## config.mk

```make
export PLATFORM = sky130hd
export DESIGN_NAME = midi_voice_allocator
export DESIGN_NICKNAME = d
export VERILOG_FILES = /design/src/rtl/midi_voice_allocator.sv
export SDC_FILE = /design/constraint.sdc
export NUM_CORES = 1
export LEC_CHECK = 0
export CAP_MARGIN = 20
export CELL_PAD_IN_SITES_DETAIL_PLACEMENT = 0
export CELL_PAD_IN_SITES_GLOBAL_PLACEMENT = 1
export CORE_MARGIN = 1
export CORE_UTILIZATION = 27
export DETAILED_ROUTE_END_ITERATION = 10
export PLACE_DENSITY_LB_ADDON = 0.1
export SLEW_MARGIN = 20
export SYNTH_ARGS = -nofsm -noshare
export SYNTH_HDL_FRONTEND = slang
export SYNTH_SLANG_ARGS = --single-unit
```

## constraint.sdc

```tcl
create_clock -name iCLK -period 26.1 [get_ports iCLK]
set_clock_uncertainty 0.2 [all_clocks]
set_input_delay 3.915 -clock iCLK [delete_from_list [all_inputs] [get_ports iCLK]]
set_output_delay 3.915 -clock iCLK [all_outputs]
set_load 0.05 [all_outputs]
```

## src/rtl/midi_voice_allocator.sv

```systemverilog
// Polyphonic voice allocator: maps MIDI note-on/off events onto NCH voice channels,
// retriggering held notes, filling free channels lowest-first and stealing the oldest voice.
module midi_voice_allocator #(
  parameter int unsigned NCH  = 8,
  parameter int unsigned AGEW = 16
) (
  input  logic               iCLK,
  input  logic               iRST,
  input  logic [6:0]         iNoteNumber,
  input  logic               iNoteOn,
  input  logic               iNoteOff,
  output logic [NCH*7-1:0]   oChNoteNumber,
  output logic [NCH-1:0]     oChActive,
  output logic [NCH-1:0]     oChStart,
  output logic [NCH-1:0]     oChRelease,
  output logic               oSteal,
  output logic [4:0]         oActiveCount
);

  localparam int unsigned NOTEW = 7;
  localparam int unsigned CNTW  = 5;
  localparam logic [AGEW-1:0] AGE_MAX = '1;

  // Input event stage; an event held here is in flight and is dropped by reset.
  logic             on_q, on_d;
  logic             off_q, off_d;
  logic [NOTEW-1:0] num_q, num_d;

  logic [NCH-1:0][NOTEW-1:0] note_q, note_d;
  logic [NCH-1:0][AGEW-1:0]  age_q, age_d;
  logic [NCH-1:0]            active_q, active_d;
  logic [NCH-1:0]            start_q, start_d;
  logic [NCH-1:0]            release_q, release_d;
  logic                      steal_q, steal_d;
  logic [CNTW-1:0]           count_q, count_d;

  logic [NCH-1:0] hit;
  logic [NCH-1:0] free_oh;
  logic [NCH-1:0] old_oh;
  logic [NCH-1:0] avail;
  logic           free_found;
  logic           off_en;
  logic [AGEW-1:0] old_age;

  always_comb begin
    on_d      = iNoteOn;
    off_d     = iNoteOff;
    num_d     = iNoteNumber;
    note_d    = note_q;
    active_d  = active_q;
    age_d     = age_q;
    start_d   = '0;
    release_d = '0;
    steal_d   = 1'b0;
    count_d   = '0;
    hit       = '0;
    free_oh   = '0;
    old_oh    = '0;
    avail     = '0;
    free_found = 1'b0;
    old_age   = '0;

    for (int unsigned k = 0; k < NCH; k++) begin
      hit[k] = active_q[k] && (note_q[k] == num_q);
    end

    // With a single note bus, a simultaneous on/off always names the same note: on wins.
    off_en = off_q && !on_q;
    if (off_en && (|hit)) begin
      active_d  = active_q & ~hit;
      release_d = hit;
    end

    // Channels free after the off has been applied are candidates for allocation.
    avail = ~active_d;
    for (int unsigned k = 0; k < NCH; k++) begin
      if (avail[k] && !free_found) begin
        free_oh[k] = 1'b1;
        free_found = 1'b1;
      end
    end

    // Oldest voice; strict compare keeps the lowest index on a tie.
    old_oh[0] = 1'b1;
    old_age   = age_q[0];
    for (int unsigned k = 1; k < NCH; k++) begin
      if (age_q[k] > old_age) begin
        old_oh  = '0;
        old_oh[k] = 1'b1;
        old_age = age_q[k];
      end
    end

    if (on_q) begin
      if (|hit) begin
        start_d = hit;
      end else if (free_found) begin
        start_d = free_oh;
      end else begin
        start_d   = old_oh;
        release_d = old_oh;
        steal_d   = 1'b1;
      end
      for (int unsigned k = 0; k < NCH; k++) begin
        if (start_d[k]) begin
          note_d[k]   = num_q;
          active_d[k] = 1'b1;
        end
      end
    end

    for (int unsigned k = 0; k < NCH; k++) begin
      if (!active_d[k] || start_d[k]) begin
        age_d[k] = '0;
      end else if (age_q[k] != AGE_MAX) begin
        age_d[k] = age_q[k] + AGEW'(1);
      end
      count_d = count_d + CNTW'(active_d[k]);
    end
  end

  always_ff @(posedge iCLK or posedge iRST) begin
    if (iRST) begin
      on_q      <= 1'b0;
      off_q     <= 1'b0;
      num_q     <= '0;
      note_q    <= '0;
      age_q     <= '0;
      active_q  <= '0;
      start_q   <= '0;
      release_q <= '0;
      steal_q   <= 1'b0;
      count_q   <= '0;
    end else begin
      on_q      <= on_d;
      off_q     <= off_d;
      num_q     <= num_d;
      note_q    <= note_d;
      age_q     <= age_d;
      active_q  <= active_d;
      start_q   <= start_d;
      release_q <= release_d;
      steal_q   <= steal_d;
      count_q   <= count_d;
    end
  end

  assign oChNoteNumber = note_q;
  assign oChActive     = active_q;
  assign oChStart      = start_q;
  assign oChRelease    = release_q;
  assign oSteal        = steal_q;
  assign oActiveCount  = count_q;

endmodule

```

== After elaboration in Yosys (flattened, before gate mapping) ==
Cells that the tools add are included.

* Add/sub/neg operators: 15
* Order comparisons: 7
* Eq/ne operators: 16
* Multiplexer cells: 65
* Bitwise operators: 3
* Reductions and logical operators: 58

{| class="wikitable"
|+ Operators by type and width
! operator !! number
|-
| two-way mux 16 bit || 22
|-
| adder 16 x 1 -> 16 bit, second input constant || 8
|-
| two-way mux 8 bit || 16
|-
| != test 16 bit, second input constant || 8
|-
| > comparator 16 bit || 7
|-
| == test 7 bit || 8
|-
| two-way mux 1 bit || 26
|-
| logical AND 1 bit || 17
|-
| logical NOT 1 bit || 16
|-
| NOT 8 bit || 2
|-
| AND reduction 2 bit || 8
|-
| nonzero test 2 bit || 8
|-
| adder 5 x 1 -> 5 bit || 3
|-
| bitwise AND 8 bit || 1
|-
| logical OR 1 bit || 8
|-
| OR reduction 8 bit || 1
|-
| adder 4 x 1 -> 5 bit || 1
|-
| adder 3 x 1 -> 4 bit || 1
|-
| adder 2 x 1 -> 3 bit || 1
|-
| adder 1 x 1 -> 2 bit || 1
|-
| two-way mux 2 bit || 1
|}

* Register bits: 223
* Bits of input ports: 11
* Output and inout port bits: 86
* Logic and storage cells: 188

== Logic depth before layout (Yosys ltp) ==
Gate-level depths: netlist of the first run.

* Depth in word-level cells: 40
* Gate-level depth with buffers: 99
* Mapped depth without buffers: 88

== Worst setup path after synthesis of the first run ==
Ideal clock, no wire load.

* Kind: register to register
* Start point: reg age_q[15] (netlist name)
* End point: reg count_q[2] (netlist: oActiveCount[2])
* Library setup time: 123 ps
* Data arrival time: 18,885 ps
* Required time: 25,777 ps
* Setup slack: 6,892 ps
* Cell stages (with the launch flop): 97
* Buffers on the path: 9
* Period minus slack after synthesis: 19,208 ps
* Cell sequence: dfrtp_1 inv_1 ha_1 nand4_2 nor4_2 a21bo_2 nand3_1 nand2_1 inv_2 buf_1 a21oi_1 ha_1 and3_1 a221o_1 a221oi_1 nand3_1 a21oi_1 o21a_1 [... 61 more ...] a21oi_1 nor2b_1 o21ai_0 a31oi_1 nor4_4 nand2_2 nor4b_2 a31oi_4 and2_1 fa_1 inv_1 fa_1 inv_1 fa_1 inv_1 ha_1 fa_1 xor2_1

* Longest elaborated chain between the ends: 26
* Elaborated cells between the ends (all ways): 39
* Those cells by class: 7 x add/sub; 7 x order compare; 25 x mux

{| class="wikitable"
|+ RTL lines
! what !! RTL line !! RTL
|-
| start, declared || 30 || <nowiki>logic [NCH-1:0][AGEW-1:0] age_q, age_d;</nowiki>
|-
| start signal, assigned || 139 || <nowiki>age_q <= age_d;</nowiki>
|-
| > comparator 16 bit || 87 || <nowiki>if (age_q[k] > old_age) begin</nowiki>
|-
| two-way mux 16 bit || 87 ||
|-
| > comparator 16 bit || 87 ||
|-
| two-way mux 16 bit || 87 ||
|-
| > comparator 16 bit || 87 ||
|-
| two-way mux 16 bit || 87 ||
|-
| > comparator 16 bit || 87 ||
|-
| two-way mux 16 bit || 87 ||
|-
| [... 10 more ...] || - ||
|-
| two-way mux 8 bit * || 94 || <nowiki>if (on_q) begin</nowiki>
|-
| adder 1 x 1 -> 2 bit || 118 || <nowiki>count_d = count_d + CNTW'(active_d[k]);</nowiki>
|-
| adder 2 x 1 -> 3 bit || 118 ||
|-
| adder 3 x 1 -> 4 bit || 118 ||
|-
| adder 4 x 1 -> 5 bit || 118 ||
|-
| adder 5 x 1 -> 5 bit (2 in a row) || 118 ||
|-
| adder 5 x 1 -> 5 bit * || 118 ||
|-
| via count_d[2] || 35 || <nowiki>logic [CNTW-1:0] count_q, count_d;</nowiki>
|-
| end signal, assigned || 144 || <nowiki>count_q <= count_d;</nowiki>
|-
| end, declared || 35 ||
|}

Mark *: on every way through the listed nets, which the timed path passes. The rest lies on a longest branch. The select of a mux whose other input is x is not followed.
A chain may end at the register's enable or synchronous reset.

== Worst setup path in the final report of the first run ==
Same ends and word-level chain as after synthesis.

==> results of run 1 <==
## final timing paths
path,startpoint,to,slack (ps)
setup reg to reg,age_q[15]$_DFFE_PP0P_,oActiveCount[2]$_DFF_PP0_,3040
min in group asynchronous,iRST,oChStart[4]$_DFF_PP0_,3710
hold / removal,oChNoteNumber[42]$_DFFE_PP0P_,oChNoteNumber[42]$_DFFE_PP0P_,350
setup / recovery,age_q[15]$_DFFE_PP0P_,oActiveCount[2]$_DFF_PP0_,3040
max in group asynchronous,iRST,oChNoteNumber[40]$_DFFE_PP0P_,19740
hold reg to reg,oChNoteNumber[42]$_DFFE_PP0P_,oChNoteNumber[42]$_DFFE_PP0P_,350
## kinds of logic after synthesis
kind of cell / after synthesis / share of synthesized area
AND/OR/NAND/NOR: 689 / 0.213
AO/OA/AOI/OAI: 308 / 0.130
flip-flops: 222 / 0.347
buffers and inverters: 205 / 0.0559
XOR/XNOR: 155 / 0.0847
adder cells (fa/ha/maj): 123 / 0.0979
multiplexers: 106 / 0.0715
other: 1 / 0.000234
## area by class of cell
| cell class | instances | area (sq um) | area share |
|---|---|---|---|
| inverters | 123 | 472 | 0.0251 |
| repair buffers | 112 | 1080 | 0.0574 |
| multi-input cells | 1382 | 9630 | 0.512 |
| well taps | 765 | 957 | 0.0509 |
| clock buffers | 46 | 967 | 0.0514 |
| flip-flops and latches | 222 | 5560 | 0.295 |
| clock inverters | 13 | 145 | 0.00772 |
## routing by layer
layer  routed length (microns)  track usage  vias up
li1                          -            -     6565
met1                     26500        0.256     6649
met2                     27000        0.312      251
met3                      1890       0.0260       82
met4                      1210       0.0517        0
met5                         0            0        -
## state kept, by name, indices dropped and copies added (netlist names)
| signal | cells |
|---|---|
| num_q | 7 |
| age_q | 128 |
| off_q | 1 |
| on_q | 1 |
| oSteal | 1 |
| oChStart | 8 |
| oChRelease | 8 |
| oChActive | 8 |
| oActiveCount | 4 |
| oChNoteNumber | 56 |
## cells in the final DEF (no fill, tap or decap), drive strengths merged, types with 5 or more instances in the layout
| cell type | count |
|---|---|
| nand4 | 50 |
| and4 | 9 |
| o21ai | 74 |
| and3 | 27 |
| mux2 | 65 |
| a31oi | 21 |
| or3 | 12 |
| ha | 119 |
| a211oi | 7 |
| xnor2 | 82 |
| o211ai | 12 |
| nor4 | 51 |
| clkbuf | 46 |
| mux2i | 41 |
| clkdlybuf4s50 | 95 |
| dfrtp | 222 |
| o31ai | 8 |
| o311ai | 8 |
| nor3 | 62 |
| a21oi | 76 |
| buf | 17 |
| o21a | 15 |
| nand3 | 77 |
| a21o | 22 |
| o22ai | 5 |
| nand2 | 182 |
| inv | 122 |
| and2 | 23 |
| nand2b | 9 |
| a32oi | 7 |
| nor2b | 15 |
| xor2 | 73 |
| clkinv | 9 |
| a221oi | 16 |
| nor2 | 160 |
## per-stage QoR
| stage | hold slack, ps | setup slack (ps) | area [sq um] | instances | utilization |
|---|---|---|---|---|---|
| after floorplan | 278 | 6890 | 16000 | 1809 | - |
| after global placement | 335 | 3480 | 17700 | 2604 | 0.304 |
| after detailed placement | 344 | 3050 | 17700 | 2604 | 0.304 |
| after CTS | 358 | 3020 | 18800 | 2663 | 0.323 |
| after global routing | 376 | 912 | 18800 | 2663 | 0.323 |
| final | 355 | 3040 | 18800 | 2663 | 0.323 |
==> impl_metrics.json, run 1 <==
{
  "run_status": "finished clean",
  "grt_pass1_vias": 13500,
  "synth_cell_types": 91,
  "antenna-diode-count": 0,
  "start_util": 0.276,
  "synth_area_leaders": "dfrtp_1, ha_1, mux2_2, xnor2_1, nand2_1",
  "drt-pass1-iter-count": 5,
  "ant_nets": 0,
  "grt_pass1_wl_microns": 86600,
  "cap_violations": 0,
  "cpLargestDelayFamily": "compound AO/OA/AOI/OAI gates",
  "r2r_cells": 88,
  "vias": 13500,
  "synth.most_common_cell": "dfrtp_1",
  "hold_viol": 0,
  "nFillCells": 6086,
  "cts_made_buffers": 34,
  "antenna_found_initial": 1,
  "fin_tns_setup_ps": 0,
  "post-cts-setup-buffers": 0,
  "whs_path_depth": 1,
  "path_clk_slew_ps": 60,
  "core_sq_um": 58100,
  "die_h_microns": 246,
  "wl_per_cell_microns": 21.3,
  "cts_tree": "done",
  "synth_fp_nets": 1943,
  "global_route.usage.total": 0.189,
  "critPathBufInv": 10,
  "clkLatencyLatePin_ps": 550,
  "ys_seq_area_frac": 0.347,
  "relSlewSlack": 0.282,
  "routed_wirelength_microns": 56600,
  "crit_slowest_cell": "and3_1",
  "crit_cells": 88,
  "synth_edf_count": 0,
  "synth_ff_type": "dfrtp_1",
  "crit_path_frequent_cell": "a21o_1",
  "period_needed_ps": 23060,
  "fmax_mhz": 43.4,
  "cts_resized": 0,
  "gp_congestion": 0.847,
  "place.port_buffers": 95,
  "tightest_slew_ps": 1070,
  "max_stage_delay_ps": 840,
  "worstPathMaxFanout": 28,
  "drive_gt1_frac": 0.0938,
  "syn2layout_area_growth_pct": 17.4,
  "syn_area_sq_um": 16000,
  "syn-instance-count": 1809,
  "cp-start-kind": "flop",
  "num_io_pins": 97,
  "fin_nets": 2009,
  "drt_iter0_drc": 876,
  "via_per_inst": 5.09,
  "cts-root-buf": "clkbuf_16",
  "hpwl_microns": 42800,
  "syn_avg_cell_area_sq_um": 8.86,
  "synthArstFlopShare": 1.00,
  "ys_ff_latch": 222,
  "hold_buffers": 0,
  "die_area_sq_um": 60300,
  "worstPathRequired_ps": 26330,
  "grt_max_degree": 102,
  "htree_levels": 2,
  "clockBufferDepth": 3,
  "rows": 88,
  "yosysTopAreaCellShare": 0.347,
  "final.period_utilization": 0.883,
  "endpoint_kind": "flop",
  "ys.warnings.count": 0,
  "die_w_microns": 246,
  "rsz0062_at_grt": "no",
  "hold_path_class": "flop to flop",
  "drc_errors": 0,
  "setup_viol": 0,
  "final_max_slew_viol_count": 0,
  "arrival_ps": 23290,
  "synthTopCellsByCount": "dfrtp_1, nand2_1, nor2_1, inv_1, ha_1",
  "grt_overflow": 0,
  "clock_sinks": 222,
  "crit_type": "flop to flop",
  "synth_top_area_cell": "dfrtp_1"
}
Power of run 1 is left out: the tool's default activity adds up to more than one toggle a clock period on the data nets, which glitch-free logic cannot reach.
==> inputs of run 2 (changes only) <==
--- a/config.mk
+++ b/config.mk
@@ -10,9 +10,11 @@
 export CELL_PAD_IN_SITES_GLOBAL_PLACEMENT = 1
 export CORE_MARGIN = 1
 export CORE_UTILIZATION = 27
+export CTS_BUF_LIST = sky130_fd_sc_hd__clkbuf_8
 export DETAILED_ROUTE_END_ITERATION = 10
 export PLACE_DENSITY_LB_ADDON = 0.1
 export SLEW_MARGIN = 20
 export SYNTH_ARGS = -nofsm -noshare
 export SYNTH_HDL_FRONTEND = slang
 export SYNTH_SLANG_ARGS = --single-unit
+export TNS_END_PERCENT = 10
==> constraint.sdc (replaced) <==
create_clock -name iCLK -period 27.4 [get_ports iCLK]
set_clock_uncertainty 0.2 [all_clocks]
set_input_delay 4.11 -clock iCLK [delete_from_list [all_inputs] [get_ports iCLK]]
set_output_delay 4.11 -clock iCLK [all_outputs]
set_load 0.05 [all_outputs]
==> run 2 against run 1 <==
Clock-buffer cell count is 14 higher. Final cell count is 0.86% higher. Via count is 0.67% higher. Maximum frequency hardly changed. Largest cell class unchanged.
==> impl_metrics.json, run 2 (synthesized netlist as in run 1, its figures left out) <==
{
  "worst_r2r_startpoint": "age_q[15]$_DFFE_PP0P_",
  "cts_tree": "done",
  "htree_levels": 2,
  "regToRegEndpoint": "oActiveCount[2]$_DFF_PP0_",
  "ant_nets": 0,
  "cpLargestDelayFamily": "simple AND/OR/NAND/NOR gates",
  "endpoint_kind": "flop",
  "r2r_setup_slack_ps": 4320,
  "drt_iter0_drc": 855,
  "clockBufferDepth": 3,
  "fin_nets": 2021,
  "fin_tns_setup_ps": 0,
  "place.port_buffers": 95,
  "critPathLaunch": "age_q[15]$_DFFE_PP0P_",
  "cap_violations": 0,
  "routed_wirelength_microns": 57000,
  "min_from": "age_q[127]$_DFFE_PP0P_",
  "cp-start-kind": "flop",
  "path_clk_slew_ps": 60,
  "design_area_sq_um": 18600,
  "period_needed_ps": 23080,
  "antenna_found_initial": 2,
  "cts_resized": 0,
  "drc_errors": 0,
  "grt_overflow": 0,
  "clkLatencyLatePin_ps": 630,
  "largest_reg_flops": 128,
  "rsz0062_at_grt": "no",
  "worstPathRequired_ps": 27710,
  "whs_path_depth": 1,
  "global_route.usage.total": 0.189,
  "syn2layout_area_growth_pct": 16.4,
  "via_per_inst": 5.08,
  "fmax_mhz": 43.3,
  "rows": 88,
  "grt_pass1_wl_microns": 86500,
  "critPathBufInv": 10,
  "final_common_cell": "dfrtp_1",
  "arrival_ps": 23390,
  "crit_path_frequent_cell": "a21o_1",
  "cts_made_buffers": 46,
  "crit_type": "flop to flop",
  "start_util": 0.276,
  "r2r_cells": 88,
  "relSlewSlack": 0.253,
  "worstPathMaxFanout": 28,
  "die_h_microns": 246,
  "drt-pass1-iter-count": 5,
  "grt_max_degree": 102,
  "gp_congestion": 0.845,
  "layout_common_cells": "dfrtp_1, nand2_1, nor2_1",
  "crit_slowest_cell": "nor2_2",
  "hold_path_class": "flop to flop",
  "clock_sinks": 222,
  "top_register": "age_q",
  "vias": 13600,
  "drive_gt1_frac": 0.0994,
  "die_area_sq_um": 60300,
  "hold_viol": 0,
  "num_io_pins": 97,
  "tightest_slew_ps": 1120,
  "antenna-diode-count": 0,
  "placed_cell_area_sq_um": 17700,
  "wl_per_cell_microns": 21.2,
  "hold_buffers": 0,
  "post-cts-setup-buffers": 0,
  "max_stage_delay_ps": 810,
  "setup_viol": 0,
  "final_max_slew_viol_count": 0,
  "die_w_microns": 246,
  "run_status": "finished clean",
  "hpwl_microns": 42800,
  "core_sq_um": 58100,
  "holdPathEnd": "age_q[127]$_DFFE_PP0P_",
  "cts-root-buf": "clkbuf_8",
  "grt_pass1_vias": 13500,
  "final.period_utilization": 0.842
}
==> run 2: cell types whose count changed in the layout (fill, tap and decap cells not counted), sizes merged <==
| cell | change |
|---|---|
| clkinv | -5 |
| bufinv | -1 |
| clkinvlp | -3 |
| inv | +18 |
| clkbuf | +14 |
==> run 2: final cells by class <==
cell class / instances / area (sq um)
flip-flops and latches: 222 / 5560
repair buffers: 112 / 1080
multi-input cells: 1382 / 9630
clock inverters: 22 / 125
well taps: 765 / 957
fillers: 6110 / 39500
clock buffers: 60 / 826
inverters: 123 / 472
==> run 2: worst max-delay path by stage <==
stage,endpoint,slack (ps),depth (start not counted)
2_1_floorplan,oActiveCount[2]$_DFF_PP0_,8190,96
3_3_place_gp,oActiveCount[2]$_DFF_PP0_,4810,88
3_5_place_dp,oActiveCount[2]$_DFF_PP0_,4350,88
4_1_cts,oActiveCount[2]$_DFF_PP0_,4290,88
5_1_grt,oActiveCount[2]$_DFF_PP0_,2550,88
6_report,oActiveCount[2]$_DFF_PP0_,4320,88
==> run 2: per-stage QoR <==
stage,cells,hold WS [ps],util,setup slack [ps]
6_report,2686,336,0.321,4320
5_1_grt,2686,357,0.321,2550
4_1_cts,2686,344,0.321,4290
3_5_place_dp,2604,335,0.304,4350
3_3_place_gp,2604,335,0.304,4810
2_1_floorplan,1809,278,-,8190
==> run 2: routing by layer <==
metal  part of all wire  global-route usage  up-vias
li1                   -                   -     6579
met1               0.47               0.257     6710
met2               0.47               0.308      266
met3              0.038              0.0284       83
met4              0.022              0.0519        0
met5                  0                   0        -
==> run 2: worst reg2reg max path: cells and delay by family (launching register included) <==
kind                     cells  cell delay (ps)
AND/OR/NAND/NOR             24             7550
AO/OA/AOI/OAI               37             7490
adder cells (fa/ha/maj)     12             4150
multiplexers                 4             1530
buffers and inverters       10             1510
flip-flops                   1              370
XOR/XNOR                     1              180
Power of run 2 is left out for the same reason.
==> inputs of run 3 (changes only) <==
==> constraint.sdc (replaced) <==
create_clock -name iCLK -period 23.8 [get_ports iCLK]
set_clock_uncertainty 0.2 [all_clocks]
set_input_delay 3.57 -clock iCLK [delete_from_list [all_inputs] [get_ports iCLK]]
set_output_delay 3.57 -clock iCLK [all_outputs]
set_load 0.05 [all_outputs]
==> run 3 against run 2 <==
Via count grew 0.65%. Largest cell class unchanged. Setup slack lost 2300 ps. Core utilization grew 0.078 points. Non-clock buffer count grew 3. Cell area grew 0.24%. Critical path type unchanged. Highest routed layer unchanged. Final cell count grew 0.15%.
==> impl_metrics.json, run 3 (synthesized netlist as in run 1, its figures left out) <==
{
  "die_h_microns": 246,
  "crit_slowest_cell": "a211o_1",
  "vias": 13700,
  "hold_viol": 0,
  "ant_nets": 0,
  "syn2layout_area_growth_pct": 16.6,
  "postLayoutCoreUtil": 0.321,
  "routed_wirelength_microns": 57200,
  "die_w_microns": 246,
  "crit_path_frequent_cell": "a21o_1",
  "layout_common_cells": "dfrtp_1, nand2_1, nor2_1",
  "num_io_pins": 97,
  "post-cts-setup-buffers": 0,
  "drc_errors": 0,
  "via_per_inst": 5.10,
  "gp_congestion": 0.821,
  "final_max_slew_viol_count": 0,
  "dp.cells": 2607,
  "period_needed_ps": 21770,
  "hold_buffers": 0,
  "rows": 88,
  "grt_max_degree": 112,
  "global_route.usage.total": 0.191,
  "arrival_ps": 22070,
  "clock_sinks": 222,
  "cts-root-buf": "clkbuf_8",
  "final_cells": 2690,
  "grt_pass1_vias": 13700,
  "grt_overflow": 0,
  "endpoint_kind": "flop",
  "hpwl_microns": 42800,
  "worstPathMaxFanout": 28,
  "final_common_cell": "dfrtp_1",
  "cpLargestDelayFamily": "compound AO/OA/AOI/OAI gates",
  "rsz0062_at_grt": "no",
  "largest_reg_flops": 128,
  "final.period_utilization": 0.914,
  "cts_made_buffers": 46,
  "path_clk_slew_ps": 60,
  "setup_viol": 0,
  "cts_tree": "done",
  "clockBufferDepth": 3,
  "crit_type": "flop to flop",
  "nFillCells": 6075,
  "worstPathRequired_ps": 24100,
  "wl_per_cell_microns": 21.3,
  "critPathBufInv": 11,
  "cts_resized": 0,
  "grt_pass1_wl_microns": 87900,
  "max_stage_delay_ps": 730,
  "antenna_found_initial": 2,
  "hold_path_class": "flop to flop",
  "die_area_sq_um": 60300,
  "fmax_mhz": 45.9,
  "clkLatencyLatePin_ps": 620,
  "cap_violations": 0,
  "fin_tns_setup_ps": 0,
  "fin_nets": 2024,
  "drt_iter0_drc": 902,
  "tightest_slew_ps": 1030,
  "drive_gt1_frac": 0.103,
  "run_status": "finished clean",
  "drt-pass1-iter-count": 5,
  "top_register": "age_q",
  "cp-start-kind": "flop",
  "core_sq_um": 58100,
  "relSlewSlack": 0.304,
  "place.port_buffers": 95,
  "htree_levels": 2,
  "start_util": 0.276
}
==> run 3: path summary, 6_finish.rpt <==
check / startpoint / endpoint / slack [ps] / depth (start not counted)
max: age_q[13]$_DFFE_PP0P_ / oActiveCount[2]$_DFF_PP0_ / 2030 / 89
max in group asynchronous: iRST / age_q[94]$_DFFE_PP0P_ / 18650 / 3
min: oChNoteNumber[43]$_DFFE_PP0P_ / oChNoteNumber[43]$_DFFE_PP0P_ / 350 / 1
min reg2reg: oChNoteNumber[43]$_DFFE_PP0P_ / oChNoteNumber[43]$_DFFE_PP0P_ / 350 / 1
min in group asynchronous: iRST / oChStart[4]$_DFF_PP0_ / 3340 / 2
max reg2reg: age_q[13]$_DFFE_PP0P_ / oActiveCount[2]$_DFF_PP0_ / 2030 / 89
==> run 3: through the flow <==
step           cell area, sq um  worst slack [ps]  hold WS, ps
6_report                  18700              2030          351
2_1_floorplan             16000              4590          278
3_5_place_dp              17700              1550          340
5_1_grt                   18700               172          375
4_1_cts                   18700              1470          348
3_3_place_gp              17700              1860          330
==> run 3: worst register-to-register path, delay by kind of cell, from the launching register on <==
kind	cells	cell delay [ps]
adder cells (fa/ha/maj)	12	4060
multiplexers	4	1580
AND/OR/NAND/NOR	21	5220
XOR/XNOR	1	170
flip-flops	1	400
AO/OA/AOI/OAI	40	8420
buffers and inverters	11	1630
==> run 3: area by class of cell <==
class                           count  area [sq um]  area share
Multi-Input combinational cell   1382          9640       0.516
Sequential cell                   222          5560       0.297
Timing Repair Buffer              115          1100      0.0589
Tap cell                          765           957      0.0512
Clock buffer                       58           798      0.0427
Inverter                          123           472      0.0252
Clock inverter                     23           163     0.00870
Antenna cell                        2          5.00    0.000268
==> run 3: layer usage <==
| layer | track usage | routed length [microns] | vias to the layer above |
|---|---|---|---|
| li1 | - | - | 6595 |
| met1 | 0.260 | 26500 | 6741 |
| met2 | 0.318 | 27100 | 312 |
| met3 | 0.0234 | 2320 | 79 |
| met4 | 0.0530 | 1290 | 0 |
| met5 | 0 | 0 | - |
Power of run 3 is left out for the same reason.
